--- src/rtl/freq_div_ctrl.sv ---
// freq_div_ctrl: programmable 50% clock-enable divider with start/stop and glitch-free ratio updates.
// Define FREQ_DIV_CTRL_CYCLE_CNT_EN to add the cycle_cnt output counting completed periods.
module freq_div_ctrl #(
   parameter int W            = 16,
   parameter int DEFAULT_HALF = 2
) (
   input  logic         clk,
   input  logic         rst,
   input  logic         start,
   input  logic         stop,
   input  logic         cfg_valid,
   input  logic [W-1:0] cfg_half,
   output logic         cfg_ready,
   output logic         cfg_err,
   output logic         div_out,
   output logic         tick,
`ifdef FREQ_DIV_CTRL_CYCLE_CNT_EN
   output logic [15:0]  cycle_cnt,
`endif
   output logic         busy
);
   typedef enum logic [1:0] {IDLE, RUN, STOPPING} state_t;
   state_t state_q, state_d;
   logic [W-1:0] cnt_q, cnt_d, half_q, half_d, pend_q, pend_d;
   logic pend_vld_q, pend_vld_d, div_q, div_d, tick_q, tick_d, err_q, err_d;
   logic running, tog, xfer;
   always_comb begin
      running    = state_q != IDLE;
      tog        = running && cnt_q == half_q - W'(1);
      xfer       = cfg_valid && !pend_vld_q;
      state_d    = state_q;
      cnt_d      = running ? (tog ? '0 : cnt_q + W'(1)) : '0;
      div_d      = running ? div_q ^ tog : 1'b0;
      tick_d     = tog;
      half_d     = half_q;
      pend_d     = pend_q;
      pend_vld_d = pend_vld_q;
      err_d      = xfer && cfg_half == '0;
      if (pend_vld_q && (!running || tog)) begin
         half_d     = pend_q;
         pend_vld_d = 1'b0;
      end
      // a pending slot and an open ready are exclusive, so apply and capture never collide
      if (xfer && cfg_half != '0) begin
         pend_d     = cfg_half;
         pend_vld_d = 1'b1;
      end
      case (state_q)
         IDLE:    if (start && !stop) state_d = RUN;
         RUN:     if (stop) state_d = STOPPING;
         default: if (tog && div_q) state_d = IDLE;
                  else if (start && !stop) state_d = RUN;
      endcase
   end
   always_ff @(posedge clk or posedge rst) begin
      if (rst) begin
         state_q    <= IDLE;
         cnt_q      <= '0;
         half_q     <= W'(DEFAULT_HALF);
         pend_q     <= '0;
         pend_vld_q <= 1'b0;
         div_q      <= 1'b0;
         tick_q     <= 1'b0;
         err_q      <= 1'b0;
      end else begin
         state_q    <= state_d;
         cnt_q      <= cnt_d;
         half_q     <= half_d;
         pend_q     <= pend_d;
         pend_vld_q <= pend_vld_d;
         div_q      <= div_d;
         tick_q     <= tick_d;
         err_q      <= err_d;
      end
   end
   assign cfg_ready = !pend_vld_q;
   assign cfg_err   = err_q;
   assign div_out   = div_q;
   assign tick      = tick_q;
   assign busy      = running;
`ifdef FREQ_DIV_CTRL_CYCLE_CNT_EN
   logic [15:0] cyc_q, cyc_d;
   always_comb begin
      cyc_d = (state_q == IDLE && state_d == RUN) ? 16'd0 : (tog && div_q) ? cyc_q + 16'd1 : cyc_q;
   end
   always_ff @(posedge clk or posedge rst) begin
      if (rst) cyc_q <= 16'd0;
      else     cyc_q <= cyc_d;
   end
   assign cycle_cnt = cyc_q;
`endif
endmodule

--- config.mk ---
export PLATFORM = sky130hd
export DESIGN_NAME = freq_div_ctrl
export DESIGN_NICKNAME = d
export VERILOG_FILES = /design/src/rtl/freq_div_ctrl.sv
export SDC_FILE = /design/constraint.sdc
export NUM_CORES = 1
export LEC_CHECK = 0
export ABC_AREA = 1
export ABC_CLOCK_PERIOD_IN_PS = 2350
export BUFFER_PORTS_ARGS = -buffer_cell sky130_fd_sc_hd__buf_2
export CORE_MARGIN = 2
export CORE_UTILIZATION = 39
export CTS_CLUSTER_SIZE = 40
export DETAILED_ROUTE_END_ITERATION = 8
export GPL_ROUTABILITY_DRIVEN = 0
export PLACE_DENSITY = 0.65
export SLEW_MARGIN = 30
export SYNTH_ARGS = -nofsm -noshare
export SYNTH_HDL_FRONTEND = slang
export SYNTH_SLANG_ARGS = --single-unit
--- constraint.sdc ---
create_clock -name clk -period 2.35 [get_ports clk]
set_input_delay 0.235 -clock clk [delete_from_list [all_inputs] [get_ports clk]]
set_output_delay 0.235 -clock clk [all_outputs]
set_load 0.01 [all_outputs]
==> results.toml <==
[critical_path]
cp_slowest_stage_delay_ps = 470
worstSetupPathType = "flop to flop"
required_ps = 2550
r2r_slack_ps = 60
r2r-end = "state_q[0]"
ff2ff_path_depth = 12
crit_top_cell = "o21ai_1"
worstPathArrival_ps = 2490
critPathCaptureType = "flop"
path_cells = "nor2_1 -> nand2_1 -> nor2_4 -> xor2_1 -> nand4_1 -> nor3_1 -> nand2_1 -> nor3_2 -> ha_2 -> o21ai_1 -> o21ai_1 -> o21ai_1"
cp-start-kind = "flop"
cp_slowest_cell = "dfrtp_1"
r2r_start = "half_q[7]"
crit_fanout = 6

[final_layout]
syn_to_final_growth_pct = 14.1
fin_util = 0.463
final_common_cell = "nand2_1"
layout_common_cells = "nand2_1, dfrtp_1, nor2_1"
fillers = 762
insertedDiodeCount = 0
drive_gt1_frac = 0.195
nNetsFinal = 422
design_area_um2 = 3380

[die]
core-area_um2 = 7290
die_y_um = 91.1
pin_count = 26
dieArea_um2 = 8300
die_w_um = 91.1
num_rows = 31
initial_core_util = 0.406

[routing]
wire_per_inst_um = 12.1
vias_per_cell = 4.77
vias = 2377
drtAntennaViolNets = 0
drt_first_pass_iters = 4
totalWireLength_um = 6000
drc = 0
drt_iter0_markers = 65

[pwr]
p_total_uw = 3930
powerDensity_nw_per_um2 = 1160
leakagePower_uw = 0.00166
worst_ir_drop_vdd_uv = 701

[yosys]
post-synth-top-area-fraction = 0.448
avgSynthCellArea_um2 = 8.16
ys_seq_elements = 54
ys_top_cells_by_area = "dfrtp_1, nand2_1, mux2_2"
ys_types = 30
yosysTopAreaCell = "dfrtp_1"
syn_inst = 363
ys_seq_area_frac = 0.457
synth_fp_nets = 387
syn_area_um2 = 2960
yosysWarnings = 0

[clocking]
cts_buffer_depth = 2
cts_tree = "done"
clk_pin_slew_ps = 100
insertion_delay_ps = 300
cts_hold_buf = 0
cts.sinks = 54
cts_root_buf = "clkbuf_8"
cts_made_buffers = 5
htreeDepth = 2

[placed_design]
postPlaceCellArea_um2 = 3240
dp_hpwl_um = 4690
portBuffers = 25

[timing]
period_needed_ps = 2290
rsz0062_at_grt = "true"
fin_hold_ws_ps = 9.39
fin_worst_skew_ps = 7.22
finalMaxSlewViolations = 0
fin_crit_sh = 0.976
setup_viol = 0
slew_headroom = 0.557
achievable-frequency_mhz = 436
worstMarginPinSlew_ps = 663
hold_viol = 0

[global_routing]
grt_max_degree = 31
grt_pass1_wl_um = 10700
antenna_found_initial = 0
gr-total-overflow = 0
grt_pass1_vias = 2383
track_usage = 0.156

[flow_run]
max_cap_viol_count = 0

[worst_hold_path]
hp-class = "input port to asynchronous set/reset pin"

[outcome]
outcome = "complete, no violations"
## worst max-delay path by stage
stage                 endpoint       from  slack, ps  cells after the start
finish              state_q[0]  half_q[7]         60                     12
global route        state_q[0]  half_q[1]       -130                     13
CTS                 state_q[0]  half_q[1]         10                     13
detailed placement  state_q[0]  half_q[1]        -80                     13
global placement    state_q[0]  half_q[1]         70                     13
floorplan           state_q[0]  half_q[1]        200                     13
## worst max-delay path, delay by kind of cell (launching register included)
family,cells,cell delay [ps]
and+or+nand+nor,7,1050
DFF,1,470
xor gates and xnor gates,1,210
adders and majority gates,1,220
AOI/OAI and AO/OA,3,230
## registers in the layout (all words and copies together) (netlist names)
| register | count |
|---|---|
| cnt_q | 16 |
| tick | 1 |
| half_q | 16 |
| pend_vld_q | 1 |
| div_out | 1 |
| pend_q | 16 |
| state_q | 2 |
| cfg_err | 1 |
## logic make-up after synthesis
| family | count (synthesis) | synth area share |
|---|---|---|
| AND/OR/NAND/NOR | 210 | 0.312 |
| flip-flops | 54 | 0.457 |
| buffers and inverters | 41 | 0.0583 |
| XOR/XNOR | 25 | 0.0740 |
| multiplexers | 16 | 0.0609 |
| AO/OA/AOI/OAI | 14 | 0.0258 |
| adder cells (fa/ha/maj) | 3 | 0.0127 |
## report_power, final
| part | total (uW) | internal, uW | switching, uW | leakage (uW) |
|---|---|---|---|---|
| Clock | 534 | 217 | 317 | 0.0000458 |
| Combinational | 1860 | 772 | 1090 | 0.000926 |
| Sequential | 1540 | 1260 | 280 | 0.000684 |
| Total | 3930 | 2250 | 1680 | 0.00166 |
## layout make-up
| cell class | instances | area (um2) | area share |
|---|---|---|---|
| multi-input cells | 268 | 1470 | 0.434 |
| flip-flops and latches | 54 | 1350 | 0.401 |
| repair buffers | 35 | 216 | 0.0641 |
| inverters | 34 | 128 | 0.0378 |
| well taps | 99 | 124 | 0.0367 |
| clock buffers | 6 | 72.6 | 0.0215 |
| clock inverters | 2 | 17.5 | 0.00519 |
## cell usage after synthesis (all sizes together)
library cell	count
xnor2	8
nand4	5
a21oi	2
nor4	5
a211oi	1
nand3b	3
dfstp	1
nor2	50
inv	34
and2	1
mux2	16
o2111ai	1
xor2	17
or2	1
nand2	103
o21ai	10
buf	7
ha	3
nand3	35
nor3	7
dfrtp	53
## stage by stage
step	cells	setup TNS [ps]	setup WS (ps)
6_report	498	0	56.7
5_1_grt	498	-1640	-127
4_1_cts	497	0	14.4
2_1_floorplan	363	0	198
3_3_place_gp	489	0	72.4
3_5_place_dp	489	-102	-75.4
## per-layer routing
metal	GRT usage	share of wire
met5	0	0
met4	0.0417	0.0067
met3	0.0183	0.023
met2	0.268	0.48
met1	0.208	0.49
## what timing repair did
action,in CTS,in global routing
endpoints found under the setup margin,2,34
pin swaps,0,12
resized for setup,2,13
buffers inserted,0,1
endpoints found under the hold margin,0,0
cloned,0,0
No activity file was read; power rests on OpenSTA's default activity.
